===== src/rtl/dmem_arbiter_pkg.sv =====
// Shared defines for the data-memory arbiter: data width, RISC-V load/store
// funct3 encodings and the pending-read tracker states.
package dmem_arbiter_pkg;

    localparam int DATA_WIDTH = 32;

    localparam logic [2:0] FUNCT3_SB  = 3'b000;
    localparam logic [2:0] FUNCT3_SH  = 3'b001;
    localparam logic [2:0] FUNCT3_SW  = 3'b010;
    localparam logic [2:0] FUNCT3_LB  = 3'b000;
    localparam logic [2:0] FUNCT3_LH  = 3'b001;
    localparam logic [2:0] FUNCT3_LW  = 3'b010;
    localparam logic [2:0] FUNCT3_LBU = 3'b100;
    localparam logic [2:0] FUNCT3_LHU = 3'b101;

    typedef enum logic [1:0] {
        NONE   = 2'd0,
        CPU_RD = 2'd1,
        DMA_RD = 2'd2
    } pend_rd_e;

endpackage


===== src/rtl/dmem_arbiter_lane_align.sv =====
// dmem_lane_align: combinational store lane steering (byte enables, data
// replication, misalignment) and load byte/halfword extraction with extension.
module dmem_lane_align
    import dmem_arbiter_pkg::*;
(
    input  logic [2:0]            acc_funct3,
    input  logic [1:0]            acc_offset,
    input  logic [DATA_WIDTH-1:0] st_data,
    output logic [3:0]            st_be,
    output logic [DATA_WIDTH-1:0] st_lane_data,
    output logic                  misaligned,
    input  logic [2:0]            ld_funct3,
    input  logic [1:0]            ld_offset,
    input  logic [DATA_WIDTH-1:0] ld_word,
    output logic [DATA_WIDTH-1:0] ld_data
);

    logic [DATA_WIDTH-1:0] ld_shifted;

    always_comb begin
        st_be        = 4'b1111;
        st_lane_data = st_data;
        misaligned   = 1'b0;
        case (acc_funct3)
            3'b000, 3'b100: begin
                st_be        = 4'b0001 << acc_offset;
                st_lane_data = {4{st_data[7:0]}};
            end
            3'b001, 3'b101: begin
                st_be        = 4'b0011 << {acc_offset[1], 1'b0};
                st_lane_data = {2{st_data[15:0]}};
                misaligned   = acc_offset[0];
            end
            default: begin
                misaligned = (acc_offset != 2'b00);
            end
        endcase
    end

    // Bring the addressed byte/halfword down to bit 0 before extending.
    assign ld_shifted = ld_word >> {ld_offset, 3'b000};

    always_comb begin
        ld_data = ld_word;
        case (ld_funct3)
            FUNCT3_LB:  ld_data = {{(DATA_WIDTH-8){ld_shifted[7]}}, ld_shifted[7:0]};
            FUNCT3_LH:  ld_data = {{(DATA_WIDTH-16){ld_shifted[15]}}, ld_shifted[15:0]};
            FUNCT3_LBU: ld_data = {{(DATA_WIDTH-8){1'b0}}, ld_shifted[7:0]};
            FUNCT3_LHU: ld_data = {{(DATA_WIDTH-16){1'b0}}, ld_shifted[15:0]};
            default:    ld_data = ld_word;
        endcase
    end

endmodule


===== src/rtl/dmem_arbiter.sv =====
// Data-memory arbiter between the CPU MEM stage and a DMA loader port.
// Define DMEM_ARB_RR_EN for round-robin on ties; default is fixed CPU priority.
module dmem_arbiter
    import dmem_arbiter_pkg::*;
(
    input  logic                  clk,
    input  logic                  rst,
    input  logic                  cpu_req_i,
    input  logic                  cpu_we_i,
    input  logic [2:0]            cpu_funct3_i,
    input  logic [DATA_WIDTH-1:0] cpu_addr_i,
    input  logic [DATA_WIDTH-1:0] cpu_wdata_i,
    output logic                  cpu_gnt_o,
    output logic                  cpu_stall_o,
    output logic                  cpu_misalign_o,
    output logic                  cpu_rvalid_o,
    output logic [DATA_WIDTH-1:0] cpu_rdata_o,
    input  logic                  dma_req_i,
    input  logic                  dma_we_i,
    input  logic [3:0]            dma_be_i,
    input  logic [DATA_WIDTH-1:0] dma_addr_i,
    input  logic [DATA_WIDTH-1:0] dma_wdata_i,
    output logic                  dma_gnt_o,
    output logic                  dma_rvalid_o,
    output logic [DATA_WIDTH-1:0] dma_rdata_o,
    output logic                  mem_en_o,
    output logic [3:0]            mem_we_o,
    output logic [DATA_WIDTH-1:0] mem_addr_o,
    output logic [DATA_WIDTH-1:0] mem_wdata_o,
    input  logic [DATA_WIDTH-1:0] mem_rdata_i
);

    localparam logic [DATA_WIDTH-1:0] WORD_MASK = ~DATA_WIDTH'(3);

    pend_rd_e              state_q, state_d;
    logic [2:0]            ld_funct3_q;
    logic [1:0]            ld_offset_q;
    logic                  cpu_wins;
    logic [3:0]            st_be;
    logic [DATA_WIDTH-1:0] st_lane_data;
    logic                  misaligned;
    logic [DATA_WIDTH-1:0] ld_data;

    dmem_lane_align u_lane_align (
        .acc_funct3   (cpu_funct3_i),
        .acc_offset   (cpu_addr_i[1:0]),
        .st_data      (cpu_wdata_i),
        .st_be        (st_be),
        .st_lane_data (st_lane_data),
        .misaligned   (misaligned),
        .ld_funct3    (ld_funct3_q),
        .ld_offset    (ld_offset_q),
        .ld_word      (mem_rdata_i),
        .ld_data      (ld_data)
    );

`ifdef DMEM_ARB_RR_EN
    logic cpu_last_q;

    // Remembers which port the most recent grant went to; misaligned CPU grants count.
    always_ff @(posedge clk) begin
        if (rst)            cpu_last_q <= 1'b0;
        else if (cpu_gnt_o) cpu_last_q <= 1'b1;
        else if (dma_gnt_o) cpu_last_q <= 1'b0;
    end

    assign cpu_wins = ~dma_req_i | ~cpu_last_q;
`else
    assign cpu_wins = 1'b1;
`endif

    assign cpu_gnt_o      = ~rst & cpu_req_i & cpu_wins;
    assign dma_gnt_o      = ~rst & dma_req_i & ~cpu_gnt_o;
    assign cpu_misalign_o = cpu_gnt_o & misaligned;

    always_comb begin
        mem_en_o    = 1'b0;
        mem_we_o    = 4'b0000;
        mem_addr_o  = '0;
        mem_wdata_o = '0;
        state_d     = NONE;
        if (cpu_gnt_o && !misaligned) begin
            mem_en_o    = 1'b1;
            mem_we_o    = cpu_we_i ? st_be : 4'b0000;
            mem_addr_o  = cpu_addr_i & WORD_MASK;
            mem_wdata_o = st_lane_data;
            if (!cpu_we_i) state_d = CPU_RD;
        end else if (dma_gnt_o) begin
            mem_en_o    = 1'b1;
            mem_we_o    = dma_we_i ? dma_be_i : 4'b0000;
            mem_addr_o  = dma_addr_i & WORD_MASK;
            mem_wdata_o = dma_wdata_i;
            if (!dma_we_i) state_d = DMA_RD;
        end
    end

    // Load width/offset must survive until the data comes back next cycle.
    always_ff @(posedge clk) begin
        if (rst) begin
            state_q     <= NONE;
            ld_funct3_q <= 3'b000;
            ld_offset_q <= 2'b00;
        end else begin
            state_q <= state_d;
            if (state_d == CPU_RD) begin
                ld_funct3_q <= cpu_funct3_i;
                ld_offset_q <= cpu_addr_i[1:0];
            end
        end
    end

    assign cpu_rvalid_o = ~rst & (state_q == CPU_RD);
    assign dma_rvalid_o = ~rst & (state_q == DMA_RD);
    assign cpu_rdata_o  = cpu_rvalid_o ? ld_data : '0;
    assign dma_rdata_o  = dma_rvalid_o ? mem_rdata_i : '0;

    // A CPU load is pending from its grant cycle until its data returns.
    assign cpu_stall_o = ~rst & ((cpu_req_i & ~cpu_gnt_o)
                               | (state_d == CPU_RD)
                               | ((state_q == CPU_RD) & ~cpu_rvalid_o));

endmodule


===== config.mk =====
export PLATFORM = sky130hd
export DESIGN_NAME = dmem_arbiter
export DESIGN_NICKNAME = d
export VERILOG_FILES = /design/src/rtl/dmem_arbiter_pkg.sv /design/src/rtl/dmem_arbiter_lane_align.sv /design/src/rtl/dmem_arbiter.sv
export SDC_FILE = /design/constraint.sdc
export NUM_CORES = 1
export LEC_CHECK = 0
export ABC_CLOCK_PERIOD_IN_PS = 3300
export BUFFER_PORTS_ARGS = -buffer_cell sky130_fd_sc_hd__buf_2
export CAP_MARGIN = 10
export CORE_AREA = 2 2 120 122
export DETAILED_ROUTE_END_ITERATION = 7
export DIE_AREA = 0 0 122 124
export PLACE_DENSITY_LB_ADDON = 0.05
export SLEW_MARGIN = 5
export SYNTH_ARGS = -nofsm -noshare
export SYNTH_HDL_FRONTEND = slang
export SYNTH_SLANG_ARGS = --single-unit
export TNS_END_PERCENT = 1

===== constraint.sdc =====
create_clock -name clk -period 3.3 [get_ports clk]
set_input_delay 0.66 -clock clk [delete_from_list [all_inputs] [get_ports clk]]
set_output_delay 0.66 -clock clk [all_outputs]
set_load 0.01 [all_outputs]

# Yosys cells after proc, flatten, opt, wreduce, memory -nomap -nowiden
# Index checks and enable logic that the tools add are counted.
[op_classes] addsub=0 mul=0 div=0 n_lt_le_gt_ge=0 n_eq_ne=9 shift=3 muxes=20 bitwise=14 n_reduce_logical=7
[op_table] operator="2-to-1 mux 32 bit" count=6
[op_table] operator="one-hot mux 32 bit (4 select lines)" count=1
[op_table] operator="one-hot mux 32 bit (2 select lines)" count=1
[op_table] operator=">> shifter 32 x 5 -> 16 bit" count=1
[op_table] operator="2-to-1 mux 4 bit" count=4
[op_table] operator="== test 3 bit (second input constant)" count=4
[op_table] operator="bitwise AND 1 bit" count=9
[op_table] operator="one-hot mux 4 bit (2 select lines)" count=1
[op_table] operator="== test 3 x 1 -> 1 bit (second input constant)" count=2
[op_table] operator="zero test 3 bit" count=2
[op_table] operator="2-to-1 mux 2 bit" count=3
[op_table] operator="== test 2 x 1 -> 1 bit (second input constant)" count=2
[op_table] operator="OR reduction 2 bit" count=2
[op_table] operator="<< shifter 1 x 2 -> 4 bit (first input constant)" count=1
[op_table] operator="<< shifter 2 x 2 -> 4 bit (first input constant)" count=1
[op_table] operator="2-to-1 mux 1 bit" count=3
[op_table] operator="inverter 1 bit" count=3
[op_table] operator="== test 2 bit (second input constant)" count=1
[op_table] operator="OR 1 bit" count=2
[op_table] operator="one-hot mux 1 bit (2 select lines)" count=1
[op_table] operator="nonzero test 2 bit" count=1
[op_table] operator="logical AND 1 bit" count=1
[op_table] operator="zero test 1 bit" count=1
[totals] regBits=7 latchBits=0 mem_bits_rw=0 romBits=0 inputBits=173 wordCells=56 n_memories=0

# Logic depth before layout (Yosys ltp)
[logic_depth] word_depth=10 mapped_depth=8

# Hierarchy
# Synthesis repeated with hierarchy kept, for this count alone.
[hier_totals] cells_unflattened=358 area_unflattened_um2=2563.7
[by_module_without_submodules] module="dmem_arbiter" n_inst=1 cells_each=184 area_per_inst_um2=1448.9
[by_module_without_submodules] module="dmem_lane_align" n_inst=1 cells_each=174 area_per_inst_um2=1114.8

# Least setup slack after synthesis
# Ideal clock, no wire load.
[synth_timing] path_type="input port to output port" from="input rst" to="output cpu_rdata_o[21]" t_arrival_ns=1.854 required_ns=2.640 path_slack_ns=0.786 stages=6 cell_sequence="buf_2 > or3b_4 > nor3_1 > o31a_4 > buf_6 > a21o_1"
[synth_between] elab_chain_cells=3
[synth_rtl] element="from (decl)" line="dmem_arbiter.sv:7" text="input logic rst,"
[synth_rtl] element="inverter 1 bit" line="dmem_arbiter.sv:112" text="assign cpu_rvalid_o = ~rst & (state_q == CPU_RD);"
[synth_rtl] element="bitwise AND 1 bit" line="dmem_arbiter.sv:112"
[synth_rtl] element="2-to-1 mux 32 bit" line="dmem_arbiter.sv:114" text="assign cpu_rdata_o = cpu_rvalid_o ? ld_data : '0;"
[synth_rtl] element="to (decl)" line="dmem_arbiter.sv:17" text="output logic [DATA_WIDTH-1:0] cpu_rdata_o,"
# Every way passes these cells.

# Worst setup path after layout
[layout_timing] from="register ld_offset_q[1]" to="output cpu_rdata_o[30]"
[layout_between] elab_chain_cells=3
[layout_rtl] element="from (decl)" line="dmem_arbiter.sv:37" text="logic [1:0] ld_offset_q;"
[layout_rtl] element="from (signal assigned)" line="dmem_arbiter.sv:107" text="ld_offset_q <= cpu_addr_i[1:0];"
[layout_rtl] element=">> shifter 32 x 5 -> 16 bit" line="dmem_arbiter_lane_align.sv:41" text="assign ld_shifted = ld_word >> {ld_offset, 3'b000};"
[layout_rtl] element="one-hot mux 32 bit (4 select lines)" line="dmem_arbiter_lane_align.sv:45" text="case (ld_funct3)"
[layout_rtl] element="2-to-1 mux 32 bit" line="dmem_arbiter.sv:114"
# Every way passes these cells.

==> flow_metrics.py <==
metrics = {
    "final_layout": {
        "drive_gt1_share_pct": 51.6,
        "mostFrequentLayoutCells": "307 x buf_2, 48 x o21ai_0, 38 x a22o_1, 37 x nand2_1",
        "n_antenna_cell": 0,
        "nets": 812,
        "area_growth_pct": 78.8,
        "final_core_util_pct": 29.7,
        "fillers": 1569,
        "final_common_cell": "buf_2",
    },
    "critical_path": {
        "worst_setup_path_start_kind": "flip-flop",
        "slowest_stage": "dfxtp_1",
        "crit_type": "reg -> out",
        "path_cells": "buf_4 > nand4b_1 > o21ai_1 > o31a_4 > a21o_1 > buf_2",
        "startpoint": "ld_offset_q[1]",
        "crit_required_ns": 2.64,
        "worstSetupEndpointType": "primary output",
        "cp_max_fo": 16,
        "crit_path_max_incr_delay_ns": 0.65,
        "r2r_start": "ld_funct3_q[1]",
        "critPathArrivalTime_ns": 2.18,
    },
    "synthesis": {
        "synth_edf_count": 0,
        "yosysWarningCount": 0,
        "ys_dominant_reg_cell": "dfxtp_1",
        "syn_area_mm2": 0.00228,
        "synth_async_sr_flop_share_pct": 0,
        "avgSynthCellArea_um2": 6.50,
        "ys_types": 40,
        "synthCells": 350,
        "ys_seq_area_share_pct": 6.16,
        "synth_seq_cells": 7,
    },
    "timing": {
        "clock.fmax_mhz": 352,
        "maxSlewHeadroom_pct": 62.1,
        "drv_slew": 0,
        "grt_setup_unrepaired": "no",
        "period_needed_ns": 2.84,
        "fin_setup_tns_ns": 0,
        "skew_ns": 0,
        "post-route-period-util_pct": 86.0,
        "hold_viol": 0,
        "tightest_slew_ns": 0.564,
        "report.final.setup_viol": 0,
    },
    "cts": {
        "htree_levels": 1,
        "clk_path_buf_depth": 2,
        "cts.clk_slew.worst_paths_ns": 0.04,
        "postCtsHoldBufs": 0,
        "post_cts.repair.setup_buffers": 0,
        "cts_root_buffer": "clkbuf_16",
        "clock_latency_ns": 0.23,
        "ctsResizeCount": 0,
        "cts_made_buffers": 3,
        "clock_sinks": 7,
        "cts_tree": "done",
    },
    "worst_hold_path": {
        "hold_path.class": "reg -> reg",
        "hold_start": "ld_funct3_q[2]",
    },
    "route": {
        "route.detailed.drc": 0,
        "vias_per_cell": 4.58,
        "drt_wl_total_um": 14300,
        "wl_per_cell_um": 17.4,
        "antenna_left": 0,
        "first_iter_violations": 152,
        "via_count": 3747,
        "drt_first_pass_iters": 4,
    },
    "outcome": {
        "status": "finished, final reports clean",
    },
    "power_and_ir_drop": {
        "powerDensity_mw_per_mm2": 169,
        "ir_worst_vdd_mv": 0.112,
        "p_leak_nw": 2.44,
    },
    "floorplanning": {
        "io-pin-count": 312,
        "start_util_pct": 16.6,
        "core_area_mm2": 0.0137,
        "die_h_um": 124,
        "die_area_mm2": 0.0151,
        "rows": 43,
        "die_w_um": 122,
    },
    "grt": {
        "track_usage_pct": 17.3,
        "grt_remaining_overflow": 0,
        "grt_pass1_vias": 3401,
        "antenna_found_initial": 1,
        "grt_max_degree": 43,
        "grt_pass1_wl_um": 20000,
    },
    "place": {
        "hpwl_um": 12100,
        "globalplace.congestion": 0.815,
        "port_buffers": 307,
    },
    "flow_run": {
        "maxCapViolCount": 0,
    },
}
metal layers:
metal	global-route usage [%]	up-vias	routed length [um]
li1	-	1852	-
met5	0	-	11
met1	20.3	1711	5540
met2	33.0	171	7450
met4	2.87	2	146
met3	3.16	11	1120
cell type report:
class	instances	area [um2]	share of cell area (%)
timing repair buffer	318	1640	40.4
clock buffer	4	78.8	1.94
sequential	7	140	3.44
multi-input combinational	303	1960	48.1
inverter	6	22.5	0.554
tap	180	225	5.54
synth_stat cells, types with 2 or more instances:
cell / instances / area [um2]
o21ai_0: 48 / 240
buf_6: 2 / 22.5
o31ai_1: 2 / 15.0
o2bb2ai_1: 7 / 61.3
clkbuf_1: 17 / 63.8
nor3b_1: 4 / 30.0
buf_2: 13 / 65.1
mux2i_1: 32 / 320
nor2b_1: 2 / 12.5
a22o_1: 38 / 333
nor3_1: 3 / 15.0
nand2b_1: 5 / 31.3
a21oi_1: 27 / 135
a21o_1: 16 / 120
and2_1: 32 / 200
nor2_1: 23 / 86.3
nand3_1: 7 / 35.0
inv_1: 5 / 18.8
o211ai_1: 2 / 15.0
dfxtp_1: 7 / 140
o21ai_1: 2 / 10.0
nand2_1: 37 / 139
buf_4: 2 / 15.0
critical path, delay by kind of cell (launching register included):
family | cells | cell delay (ns)
AND/OR/NAND/NOR | 1 | 0.12
AO/OA/AOI/OAI | 3 | 0.76
flip-flops | 1 | 0.65
buffers and inverters | 2 | 0.40
flip-flops by register name, summed over array words and instances, names as in the netlist:
signal       cells
ld_funct3_q      3
ld_offset_q      2
state_q          2
cells by family (layout without fill, tap and decap cells):
logic type      Yosys count  in the layout  share of synthesized area (%)
compound gates          149            149                           43.9
simple gates            118            118                           26.1
buf+inv                  41            328                           8.47
mux                      34             34                           15.2
flops                     7              7                           6.16
other cells               1              2                          0.165
stage by stage:
step / instances / setup WS [ns] / total power [mW] / instance area (um2) / hold WS (ns)
2_1_floorplan: 351 / 0.786 / 0.267 / 2280 / 0.463
5_1_grt: 818 / 0.357 / 0.736 / 4070 / 0.519
6_report: 818 / 0.462 / 0.689 / 4070 / 0.491
4_1_cts: 818 / 0.447 / 0.698 / 4070 / 0.499
3_3_place_gp: 814 / 0.522 / 0.486 / 3990 / 0.485
3_5_place_dp: 814 / 0.512 / 0.489 / 3990 / 0.492
final timing paths:
| check | depth (start not counted) | to | slack [ns] |
|---|---|---|---|
| hold / removal | 2 | ld_funct3_q[2] | 0.49 |
| setup reg to reg | 2 | ld_funct3_q[1] | 1.90 |
| hold reg to reg | 2 | ld_funct3_q[2] | 0.49 |
| setup / recovery | 6 | cpu_rdata_o[30] | 0.46 |
report_power, final:
| group | switching (mW) | internal (mW) |
|---|---|---|
| clock | 0.0455 | 0.161 |
| combinational | 0.209 | 0.182 |
| sequential | 0.00471 | 0.0875 |
Power figures use the tool's default switching activity.
